[src/rtl/step_clock_gen.sv]
// Step-rate controller for the subleq CPU. It turns the mode switches and the step key into a
// one-cycle clock enable (oTick) and keeps a wrapping count of the ticks it has issued.
//
// mode | meaning
// -----+---------------------------------------------------------------
//  0   | halt: oTick held low, key presses discarded
//  1   | manual: one oTick per debounced key press
//  2   | divided: one oTick every PRESCALE*(L+1) cycles
//  3   | full speed: oTick high every cycle
module step_clock_gen #(
    parameter int PRESCALE        = 500000,
    parameter int DEBOUNCE_CYCLES = 1000000
) (
    input  logic        iClock,
    input  logic        iReset,
    input  logic [1:0]  iMode,
    input  logic        iStepKey,
    input  logic [7:0]  iLimit,
    output logic        oTick,
    output logic [1:0]  oMode,
    output logic [15:0] oTickCount
);

    localparam logic [1:0]  MODE_HALT = 2'd0;
    localparam logic [1:0]  MODE_STEP = 2'd1;
    localparam logic [1:0]  MODE_DIV  = 2'd2;
    localparam logic [1:0]  MODE_FULL = 2'd3;
    localparam logic [23:0] PS_LAST   = 24'(PRESCALE - 1);
    localparam logic [23:0] DB_LAST   = 24'(DEBOUNCE_CYCLES - 1);

    logic [1:0]  mode_s1;
    logic [1:0]  mode_q;
    logic        mode_chg_q;
    logic        key_s1;
    logic        key_s2;
    logic        deb_q;
    logic [23:0] db_cnt;
    logic        press_q;
    logic [23:0] pre_cnt;
    logic [7:0]  div_cnt;
    logic [7:0]  lim_q;
    logic        tick_q;
    logic [15:0] tick_cnt;

    logic        db_diff;
    logic        db_flip;
    logic [23:0] db_cnt_next;
    logic [7:0]  lim_eff;
    logic        pre_term;
    logic        div_term;
    logic [23:0] pre_next;
    logic [7:0]  div_next;
    logic        tick_next;

    // State register: synchronizers, mode, debouncer, rate counters and outputs.
    always_ff @(posedge iClock or negedge iReset) begin
        if (!iReset) begin
            mode_s1    <= MODE_HALT;
            mode_q     <= MODE_HALT;
            mode_chg_q <= 1'b0;
            key_s1     <= 1'b1;
            key_s2     <= 1'b1;
            deb_q      <= 1'b1;
            db_cnt     <= '0;
            press_q    <= 1'b0;
            pre_cnt    <= '0;
            div_cnt    <= '0;
            lim_q      <= '0;
            tick_q     <= 1'b0;
            tick_cnt   <= '0;
        end else begin
            mode_s1    <= iMode;
            mode_q     <= mode_s1;
            mode_chg_q <= (mode_s1 != mode_q);
            key_s1     <= iStepKey;
            key_s2     <= key_s1;
            db_cnt     <= db_cnt_next;
            if (db_flip) begin
                deb_q <= key_s2;
            end
            press_q    <= db_flip & ~key_s2;
            pre_cnt    <= pre_next;
            div_cnt    <= div_next;
            lim_q      <= lim_eff;
            tick_q     <= tick_next;
            tick_cnt   <= tick_cnt + 16'(tick_next);
        end
    end

    // Next-state logic. The divider limit is captured in the first cycle of each period,
    // so a mid-period change of iLimit only affects the following period.
    always_comb begin
        db_diff     = (key_s2 != deb_q);
        db_flip     = db_diff && (db_cnt == DB_LAST);
        db_cnt_next = (db_diff && !db_flip) ? db_cnt + 24'd1 : 24'd0;

        lim_eff  = (pre_cnt == 24'd0 && div_cnt == 8'd0) ? iLimit : lim_q;
        pre_term = (pre_cnt == PS_LAST);
        div_term = (div_cnt == lim_eff);

        pre_next = 24'd0;
        div_next = 8'd0;
        if (mode_s1 == mode_q && mode_q == MODE_DIV) begin
            if (pre_term) begin
                div_next = div_term ? 8'd0 : div_cnt + 8'd1;
            end else begin
                pre_next = pre_cnt + 24'd1;
                div_next = div_cnt;
            end
        end
    end

    // Output logic. A press that lands in the cycle the mode changes is judged
    // against the previous mode and therefore dropped.
    always_comb begin
        tick_next = 1'b0;
        case (mode_q)
            MODE_HALT: tick_next = 1'b0;
            MODE_STEP: tick_next = press_q & ~mode_chg_q;
            MODE_DIV:  tick_next = pre_term & div_term;
            MODE_FULL: tick_next = 1'b1;
            default:   tick_next = 1'b0;
        endcase
    end

    assign oTick      = tick_q;
    assign oMode      = mode_q;
    assign oTickCount = tick_cnt;

endmodule

[config.mk]
export PLATFORM = sky130hd
export DESIGN_NAME = step_clock_gen
export DESIGN_NICKNAME = d
export VERILOG_FILES = /design/src/rtl/step_clock_gen.sv
export SDC_FILE = /design/constraint.sdc
export NUM_CORES = 1
export LEC_CHECK = 0
export ABC_AREA = 1
export CAP_MARGIN = 5
export CORE_ASPECT_RATIO = 1.25
export CORE_MARGIN = 2
export CORE_UTILIZATION = 59
export DETAILED_ROUTE_END_ITERATION = 10
export GPL_TIMING_DRIVEN = 0
export PLACE_DENSITY_LB_ADDON = 0.25
export SYNTH_ARGS = -nofsm -noshare
export SYNTH_HDL_FRONTEND = slang
export SYNTH_SLANG_ARGS = --single-unit
[constraint.sdc]
create_clock -name iClock -period 4.7 [get_ports iClock]
set_input_delay 0.47 -clock iClock [delete_from_list [all_inputs] [get_ports iClock]]
set_output_delay 0.47 -clock iClock [all_outputs]
set_load 0.005 [all_outputs]
==> results of run 1 <==
-- routing by layer --
metal	vias to the layer above	part of all wire (%)	track usage, %
li1	1886	-	-
met1	1750	41	26.2
met2	51	55	43.1
met3	12	2.5	3.00
met4	0	1.4	9.33
met5	-	0	0
-- kinds of logic (layout without fill, tap and decap cells) --
| family | after synthesis | after routing |
|---|---|---|
| buf+inv | 77 | 125 |
| xor+xnor | 20 | 20 |
| simple gates | 297 | 297 |
| mux | 1 | 1 |
| flops | 90 | 90 |
| fa+ha+maj | 7 | 7 |
| compound gates | 59 | 59 |
-- critical path, delay by kind of cell (launching register included) --
kind	cells	cell delay, ns
buf+inv	2	0.11
flops	1	0.44
xor+xnor	1	0.16
simple gates	15	2.33
compound gates	1	0.22
fa+ha+maj	3	0.52
-- per-stage QoR --
step | area (sq um) | setup WS [ns] | hold slack [ns] | power (W) | instances
finish | 5210 | 0.792 | 0.0499 | 0.00159 | 691
global route | 5210 | 0.282 | 0.0972 | 0.00166 | 691
CTS | 5210 | 0.743 | 0.0695 | 0.00161 | 691
detailed placement | 5000 | 0.747 | 0.351 | 0.00104 | 675
global placement | 4970 | -0.0131 | 0.347 | 0.00103 | 674
floorplan | 4550 | 1.37 | 0.174 | 0.000927 | 551
-- power by group --
part	switching (W)	internal, W	total, W
logic	0.0000787	0.0000934	0.000172
registers	0.0000338	0.000817	0.000850
clock network	0.000309	0.000261	0.000570
total	0.000422	0.00117	0.00159
-- layout make-up --
class	instances	area [sq um]	share of cell area, %
multi-input cells	384	1990	38.3
repair buffers	32	335	6.43
flip-flops and latches	90	2260	43.3
clock buffers	9	124	2.38
clock inverters	7	92.6	1.78
plain buffers	6	28.8	0.552
inverters	71	267	5.11
well taps	92	115	2.21
-- path summary, 6_finish.rpt --
kind / start / end / cells after the start
min: iReset / pre_cnt[15] / 1
min reg2reg: key_s1 / key_s2 / 0
max: pre_cnt[0] / oTickCount[14] / 22
max reg2reg: pre_cnt[0] / oTickCount[14] / 22
min in group iClock: key_s1 / key_s2 / 0
max in group asynchronous: iReset / key_s2 / 2
-- layout by cell type (no fill, tap or decap), drive strengths merged --
cell type	instances
nand2	126
dfrtp	87
inv	75
nor2	65
nand3	46
nor3	37
a21oi	30
clkdlybuf4s50	30
xor2	15
o21ai	13
clkbuf	12
nand4	10
ha	7
a31oi	6
xnor2	5
o21a	5
buf	5
nand3b	4
nor3b	4
dfstp	3
nor4	3
or2	2
o31ai	2
a211oi	2
clkinv	2
a31o	1
mux2	1
bufinv	1
-- flip-flops by register name, summed over array words and instances, names as in the netlist --
register / flops
press_q: 1
mode_s1: 2
key_s2: 1
oMode: 2
key_s1: 1
lim_q: 8
pre_cnt: 24
deb_q: 1
oTick: 1
db_cnt: 24
div_cnt: 8
oTickCount: 16
mode_chg_q: 1
==> key figures, run 1 <==
Cells and area
  – Nets: 614
  – Diode count: 0
  – FILL cells: 578
  – Post-Route Utilization: 70.0%
  – Layout area overhead: 14.7%
  – Share of layout cells above drive strength 1: 9.02%

Global routing
  – Largest net degree at the start of global routing: 53
  – All-Layer GR Usage: 23.1%
  – Initial antenna violation count: 0
  – Gr ovfl total: 0
  – Vias in the first global route: 3592
  – First-pass GRT wire length: 15.1 mm

Floorplanning
  – Height of the die: 102 microns
  – # rows: 35
  – Die ar.: 8430 sq um
  – Starting Density: 61.1%
  – Die Wd: 82.5 microns
  – Core area: 7440 sq um
  – Top-Level Pins: 32

Timing
  – Skew final: 0.0139 ns
  – Tcrit/Tclk final: 83.1%
  – Min cycle time layout: 3.91 ns
  – Final hold vios: 0
  – Setup_tns: 0 ns
  – Unrepaired setup endpoints after global routing: no
  – Worst Tran Pin Value: 0.702 ns
  – Rel. slew slack: 52.8%
  – Max-slew violation count: 0
  – Max Fclk: 256 MHz
  – Final setup viols: 0

CTS
  – PostCTS Resize Cnt: 0
  – CTS sink count: 90
  – CTS HTree Levels: 3
  – CTS tree: yes
  – Clock root buffer: clkbuf_8
  – CTS clk-pin slew, worst paths: 0.11 ns
  – CTS Buf Count: 9
  – Clk buf depth: 2
  – Post-CTS Setup Inserts: 0
  – Cts-stage hold buffer count: 0
  – Clk Latency, worst-skew pair: 0.37 ns

Place
  – GPL Wtd Cong: 0.824
  – HPWL after DPL: 6.78 mm
  – Port Buffers: 31

Yosys
  – Yosys top cell by area: dfrtp_1
  – Prevailing post-synth register cell: dfrtp_1
  – Largest family of logic cells by synthesized area: simple AND/OR/NAND/NOR gates
  – Avg Cell Area, Syn: 8.25 sq um
  – Synth unique cells: 36
  – Area share of fa/ha/maj cells after synthesis: 1.93%
  – Syn Nets: 571
  – Synth top cells by count: nand2_1, dfrtp_1, inv_1, nor2_1, nand3_1
  – Synth async-reset ratio: 100%
  – Yosys top cell area share: 47.9%
  – Post-synthesis mux area share: 0.248%
  – Mapped Cells: 551
  – XOR/XNOR Fraction of Synth Area: 3.85%
  – Syn Std Cell Area: 4550 sq um
  – Synth Area in Simple Gates: 30.6%
  – Register area share after synthesis: 49.6%
  – Synth top area cells: dfrtp_1, nand2_1, inv_1, nand3_1, nor2_1
  – Yosys warns: 0
  – Post-synthesis compound-gate area fraction: 7.24%
  – FF+latch count, synth: 90
  – Post-synth EDFFs: 0
  – Most common cell in the netlist: nand2_1

Critical path
  – CP max-delay cell: dfrtp_1
  – CP startpoint kind: register
  – CP Max Fanout: 9
  – CP Capture Type: register
  – Cell Chain, Critical Path: inv_1, ha_1, inv_1, nor2_1, nand3_1, nor2_4, nand3_1, nand2_1, nand2_1, nand2_1, nand3_1, nor2_2, nand3_1, a21oi_1, ha_1, ha_1, nand3_1, nor3b_1, nand3_1, nor3_1, nand4_1, xnor2_1
  – Worst path arrival time: 4.17 ns
  – Crit path largest cell delay: 0.44 ns
  – Critical path class: reg2reg
  – Critical Path RT: 4.96 ns
  – R2r setup slk: 0.79 ns
  – Most frequent CP cell: nand3_1

Routing
  – First-pass DRT Iterations: 4
  – Initial drt markers: 158
  – Routed WL per cell: 12.8 microns
  – Drt drc: 0
  – Vias after detailed routing: 3699
  – Vias/cell: 5.35
  – Routed wire length: 8.83 mm
  – Post-route ant nets: 0

Pwr
  – PwrDens: 306 nW/um^2
  – Maximum vdd drop: 0.000247 V
  – LEAKAGE: 2.45 nW

Status
  – Outcome: completed

Worst hold path
  – Hold Path Class: in2async

Flow run
  – Max_cap viols: 0
Power figures use the tool's default switching activity.
==> inputs of run 2 (changes only) <==
--- a/config.mk
+++ b/config.mk
@@ -9,7 +9,7 @@
 export CAP_MARGIN = 5
 export CORE_ASPECT_RATIO = 1.25
 export CORE_MARGIN = 2
-export CORE_UTILIZATION = 59
+export CORE_UTILIZATION = 53
 export DETAILED_ROUTE_END_ITERATION = 10
 export GPL_TIMING_DRIVEN = 0
 export PLACE_DENSITY_LB_ADDON = 0.25
==> constraint.sdc (replaced) <==
create_clock -name iClock -period 3.31 [get_ports iClock]
set_input_delay 0.331 -clock iClock [delete_from_list [all_inputs] [get_ports iClock]]
set_output_delay 0.331 -clock iClock [all_outputs]
set_load 0.005 [all_outputs]
==> run 2 against run 1 <==
Net effect:
- the flow now finishes with violations (negative setup slack)
- sequential cell count did not move
- die area rose by 11%
- fmax rose by 15%
- final area rose by 9.4%
- clock power rose by 40%
- sequential share of layout area fell by 3.7 points
- clock skew barely moved
- via count rose by 4.8%
- first-iteration DRC count rose by 57%
- register-to-register slack got worse by 0.89 ns
- critical endpoint is now oTickCount[15]
==> key figures, run 2 (same netlist as run 1, synthesis figures left out) <==
Critical path
  – CP startpoint kind: register
  – R2r setup slk: -0.1 ns
  – R2R Path Start: pre_cnt[0]
  – Critical path class: reg2reg
  – CP max-delay cell: dfrtp_1
  – Critical path endpoint: oTickCount[15]
  – Crit path max-delay family: simple AND/OR/NAND/NOR gates
  – Reg2Reg Depth: 24
  – Cell Chain, Critical Path: inv_1, ha_2, inv_2, nor2_4, nand3_4, nor2_4, buf_12, nand2_8, buf_4, nand2_1, nand3_2, nand2_1, inv_1, nand2_2, nor2_4, nand3_2, a21oi_4, ha_4, nand3_4, nor3_4, nand3_2, nor4_4, nand4_1, xnor2_1
  – Worst path bufs/invs: 5
  – Reg-to-Reg End: oTickCount[15]
  – CP Launch Point: pre_cnt[0]
  – Critical Path Stages: 24
  – Crit path largest cell delay: 0.37 ns
  – CP Max Fanout: 8
  – CP Capture Type: register
  – Critical Path RT: 3.58 ns
  – Worst path arrival time: 3.67 ns

Place
  – Port Buffers: 31
  – Placed cells: 680
  – HPWL after DPL: 6.66 mm
  – Worst slack at placement: -0.524 ns
  – GPL Wtd Cong: 0.854

CTS
  – CTS sink count: 90
  – Clk Latency, worst-skew pair: 0.38 ns
  – Clock root buffer: clkbuf_8
  – CTS tree: yes
  – CTS clk-pin slew, worst paths: 0.10 ns
  – CTS HTree Levels: 3
  – CTS Buf Count: 9
  – Clk buf depth: 2

Routing
  – First-pass DRT Iterations: 5
  – Post-route ant nets: 0
  – Vias/cell: 5.37
  – Vias after detailed routing: 3878
  – Routed WL per cell: 13.9 microns
  – Routed wire length: 10.0 mm
  – Initial drt markers: 248
  – Drt drc: 0

Timing
  – Max Fclk: 294 MHz
  – Final setup viols: 5
  – Skew final: 0.0138 ns
  – Rel. slew slack: 53.8%
  – Worst setup margin: -0.0955 ns
  – Unrepaired setup endpoints after global routing: yes
  – Tcrit/Tclk final: 103%
  – Worst Tran Pin Value: 0.687 ns
  – Max-slew violation count: 0
  – Min cycle time layout: 3.41 ns
  – Setup_tns: -0.232 ns
  – Final hold vios: 0

Pwr
  – Maximum vdd drop: 0.000254 V
  – PwrDens: 412 nW/um^2
  – Sw Ratio: 28.1%
  – Tot Pwr: 0.00235 W
  – Clk network pwr share: 33.9%
  – Logic gate share of total power: 13.5%
  – P_sw: 0.000660 W
  – Sequential power share: 52.6%
  – Internal cell power: 0.00169 W
  – LEAKAGE: 2.67 nW

Cells and area
  – Most frequent cells in the layout: nand2_1, dfrtp_1, inv_1
  – Nets: 640
  – Diode count: 0
  – Layout area overhead: 25.5%
  – Most common cell after layout, fill and taps aside: nand2_1
  – Share of layout cells above drive strength 1: 19.4%
  – Fin cells: 722

Floorplanning
  – Core area: 8290 sq um
  – Height of the die: 108 microns
  – Die Wd: 86.8 microns
  – Starting Density: 54.9%
  – # rows: 37
  – Die ar.: 9340 sq um
  – Top-Level Pins: 32

Global routing
  – Gr ovfl total: 0
  – Largest net degree at the start of global routing: 58
  – All-Layer GR Usage: 22.0%
  – Vias in the first global route: 3798
  – First-pass GRT wire length: 16.5 mm
  – Initial antenna violation count: 0

Status
  – Failing checks: negative setup slack
  – Outcome: finished, violations left

Flow run
  – Max_cap viols: 0

Worst hold path
  – Hold Path Class: reg2reg
[run 2: worst register-to-register path, delay by kind of cell (launching register included)]
kind / cells / cell delay (ns)
and+or+nand+nor: 15 / 1.76
DFF: 1 / 0.37
adders and majority gates: 2 / 0.37
AOI/OAI and AO/OA: 1 / 0.20
buffers and inverters: 5 / 0.43
xor gates and xnor gates: 1 / 0.15
[run 2: layer usage]
| metal | vias up | GRT usage [%] | wire length (microns) |
|---|---|---|---|
| met5 | - | 0 | 0 |
| met4 | 0 | 8.37 | 316 |
| met3 | 26 | 3.60 | 251 |
| met2 | 54 | 38.9 | 5360 |
| met1 | 1855 | 26.6 | 4100 |
| li1 | 1943 | - | - |
[run 2: worst min path at each step]
stage | startpoint | depth (start not counted) | slack, ns | end
2_1_floorplan | iReset | 0 | 0.04 | db_cnt[0]
3_3_place_gp | key_s1 | 0 | 0.35 | key_s2
3_5_place_dp | iReset | 1 | 0.32 | pre_cnt[17]
4_1_cts | key_s1 | 0 | 0.36 | key_s2
5_1_grt | iStepKey | 1 | 0.36 | key_s1
6_report | key_s1 | 0 | 0.36 | key_s2
[run 2: area by class of cell]
class	instances	area, sq um
fillers	642	2580
multi-input cells	386	2300
well taps	97	121
clock inverters	7	81.3
inverters	71	267
flip-flops and latches	90	2260
plain buffers	6	28.8
repair buffers	56	531
clock buffers	9	124
[run 2: stage by stage]
step | instance area (sq um) | hold slack, ns | util (%)
finish | 5700 | 0.360 | 68.8
CTS | 5460 | 0.362 | 65.8
floorplan | 4550 | 0.0354 | -
global route | 5700 | 0.363 | 68.8
detailed placement | 5010 | 0.316 | 60.4
global placement | 4980 | 0.345 | 60.1
[run 2: power by group through the flow]
stage / logic (W) / clock network, W / registers, W
after floorplan: 0.0000900 / 0 / 0.00123
after global placement: 0.000236 / 0 / 0.00123
after detailed placement: 0.000246 / 0 / 0.00123
after CTS: 0.000278 / 0.000807 / 0.00122
after global routing: 0.000346 / 0.000854 / 0.00125
final: 0.000316 / 0.000797 / 0.00124
[run 2: what timing repair did]
action	4_1_cts	5_1_grt
setup buffers	12	11
hold endpoints to repair	33	0
gates resized for setup	29	33
endpoints found under the setup margin	8	10
cloned	2	0
hold buffers	1	0
pin swaps	22	31
==> inputs of run 3 (changes only) <==
--- a/config.mk
+++ b/config.mk
@@ -7,9 +7,11 @@
 export LEC_CHECK = 0
 export ABC_AREA = 1
 export CAP_MARGIN = 5
+export CELL_PAD_IN_SITES_DETAIL_PLACEMENT = 0
+export CELL_PAD_IN_SITES_GLOBAL_PLACEMENT = 1
 export CORE_ASPECT_RATIO = 1.25
 export CORE_MARGIN = 2
-export CORE_UTILIZATION = 53
+export CORE_UTILIZATION = 40
 export DETAILED_ROUTE_END_ITERATION = 10
 export GPL_TIMING_DRIVEN = 0
 export PLACE_DENSITY_LB_ADDON = 0.25
==> run 3 against run 2 <==
Net effect:
- the run still ends with negative setup slack left
- register-to-register slack better by 0.09 ns
- critical path depth fell by 1
- critical endpoint unchanged
- via count down 1.6%
- die area up 31%
- setup slack better by 0.088 ns
- worst hold slack worse by 0.0028 ns
- sequential share of layout area fell by 1.3 points
- non-clock buffer count increased by 10
- wire length increased by 1.3%
- final area increased by 3.4%
- clock skew shrank 0.0042 ns
==> key figures, run 3 (same netlist as run 1, synthesis figures left out) <==
Critical path
  – Critical path class: reg2reg
  – Worst path arrival time: 3.55 ns
  – CP Capture Type: register
  – Critical Path RT: 3.54 ns
  – Reg-to-Reg End: oTickCount[15]
  – CP Max Fanout: 3
  – CP startpoint kind: register
  – R2R Path Start: div_cnt[0]
  – R2r setup slk: -0.007 ns
  – Reg2Reg Depth: 23

Status
  – Failing checks: negative setup slack
  – Outcome: finished, violations left

Cells and area
  – Diode count: 0
  – FILL cells: 1052
  – Layout area overhead: 29.8%
  – Nets: 649
  – Multi-input combinational cell area: 2290 sq um
  – Most frequent cells in the layout: nand2_1, dfrtp_1, inv_1
  – Sequential Area: 2260 sq um
  – Post-Route Utilization: 53.2%
  – Most common cell after layout, fill and taps aside: nand2_1
  – Share of layout cells above drive strength 1: 20.3%

Pwr
  – Clk network pwr share: 38.9%
  – Sw Ratio: 26.9%
  – Internal cell power: 0.00185 W
  – PwrDens: 428 nW/um^2
  – Logic gate share of total power: 12.0%
  – Maximum vdd drop: 0.000352 V
  – P_sw: 0.000680 W
  – LEAKAGE: 2.76 nW
  – Sequential power share: 49.1%

Flow run
  – Max_cap viols: 0

Routing
  – Vias after detailed routing: 3815
  – Initial drt markers: 139
  – First-pass DRT Iterations: 4
  – Drt drc: 0
  – Post-route ant nets: 0
  – Vias/cell: 4.96
  – Routed wire length: 10.2 mm
  – Routed WL per cell: 13.2 microns

CTS
  – Clk Latency, worst-skew pair: 0.34 ns
  – Clock root buffer: clkbuf_16
  – CTS sink count: 90
  – CTS clk-pin slew, worst paths: 0.07 ns
  – CTS Buf Count: 9
  – CTS tree: yes
  – CTS HTree Levels: 3
  – Clk buf depth: 2

Timing
  – Tcrit/Tclk final: 100%
  – Min cycle time layout: 3.32 ns
  – Max Fclk: 301 MHz
  – Unrepaired setup endpoints after global routing: yes
  – Final hold vios: 0
  – Max-slew violation count: 0
  – Worst setup margin: -0.00738 ns
  – Worst Tran Pin Value: 0.742 ns
  – Rel. slew slack: 50.1%
  – Skew final: 0.00957 ns
  – Final setup viols: 1

Floorplanning
  – Height of the die: 123 microns
  – Die ar.: 12200 sq um
  – Core area: 11100 sq um
  – Starting Density: 41.0%
  – # rows: 43
  – Top-Level Pins: 32
  – Die Wd: 99.3 microns

Worst hold path
  – HP Start: key_s1
  – Hold Path Class: reg2reg
  – Hold worst-path end: key_s2
  – Hold Crit Depth: 0

Place
  – GPL Wtd Cong: 0.788
  – Port Buffers: 31
  – HPWL after DPL: 7.07 mm
  – Worst slack at placement: -0.599 ns

Global routing
  – First-pass GRT wire length: 17.3 mm
  – All-Layer GR Usage: 17.5%
  – Vias in the first global route: 3836
  – Initial antenna violation count: 0
  – Gr ovfl total: 0
  – Largest net degree at the start of global routing: 51
  – Layer carrying the most global-route usage: met2
  – Met3 Track Usage GR: 3.28%
  – M2 GR Usage: 31.8%
  – Met1 Use GR: 20.1%
==> run 3: changes by cell type in the layout (fill, tap and decap cells not counted), sizes merged <==
cell / change
clkinvlp: +2
nor2: -1
inv: -1
buf: +10
bufinv: -1
==> run 3: metrics by stage <==
stage	power [W]	hold slack [ns]	std cells	setup TNS, ns	instance area (sq um)
after floorplan	0.00132	0.0354	551	0	4550
after global placement	0.00147	0.347	717	-138.66	5030
after detailed placement	0.00148	0.348	718	-3.26	5050
after CTS	0.00251	0.358	759	-0.0989	5670
after global routing	0.00264	0.364	769	-1.00	5900
final	0.00253	0.358	769	-0.00738	5900
==> run 3: power by group through the flow <==
stage / clock (W) / sequential, W / combinational (W)
floorplan: 0 / 0.00123 / 0.0000900
global placement: 0 / 0.00123 / 0.000241
detailed placement: 0 / 0.00123 / 0.000247
CTS: 0.00101 / 0.00122 / 0.000277
global route: 0.00106 / 0.00125 / 0.000338
finish: 0.000984 / 0.00124 / 0.000303
==> run 3: worst max-delay path by stage <==
stage,slack (ns),endpoint,cells after the start,startpoint
CTS,-0.06,oTickCount[14],22,div_cnt[1]
global placement,-1.55,oTickCount[12],1,iReset
floorplan,0.07,oTickCount[14],22,pre_cnt[0]
detailed placement,-0.60,oTickCount[15],21,pre_cnt[0]
global route,-0.21,oTickCount[15],21,div_cnt[0]
finish,-0.007,oTickCount[15],23,div_cnt[0]
==> run 3: area by class of cell <==
class                      count  share of cell area, %
multi-input combinational    385                   38.8
sequential                    90                   38.3
timing repair buffer          66                   10.3
inverter                      71                   4.52
clock buffer                   9                   3.82
tap                          135                   2.86
clock inverter                 7                   1.02
buffer                         6                  0.488
==> run 3: critical path: stages, from the launching register on <==
cell	delay (ns)
dfrtp_1	0.40
inv_2	0.09
buf_4	0.11
buf_4	0.09
buf_4	0.09
buf_4	0.10
buf_4	0.09
buf_4	0.09
buf_4	0.09
buf_4	0.09
buf_4	0.10
nand3_1	0.08
nand2_1	0.07
nand2_1	0.07
nor2_2	0.13
nand3_2	0.11
a21oi_4	0.18
ha_4	0.18
nand3_4	0.08
nor3_4	0.25
nand3_4	0.12
nor4_4	0.30
nand4_1	0.15
xnor2_1	0.14
==> run 3: layer usage <==
metal	wire length, microns	up-vias
met5	0	-
met4	178	0
met3	188	13
met2	5410	26
met1	4380	1813
li1	-	1963
==> run 3: timing repair <==
item                                    4_1_cts  5_1_grt
endpoints found under the setup margin        9        8
buffers inserted                             23       10
hold buffers                                  1        0
pin swaps                                    17       25
gates resized for setup                      27       35
gates cloned                                  1        0
hold endpoints to repair                      1        0
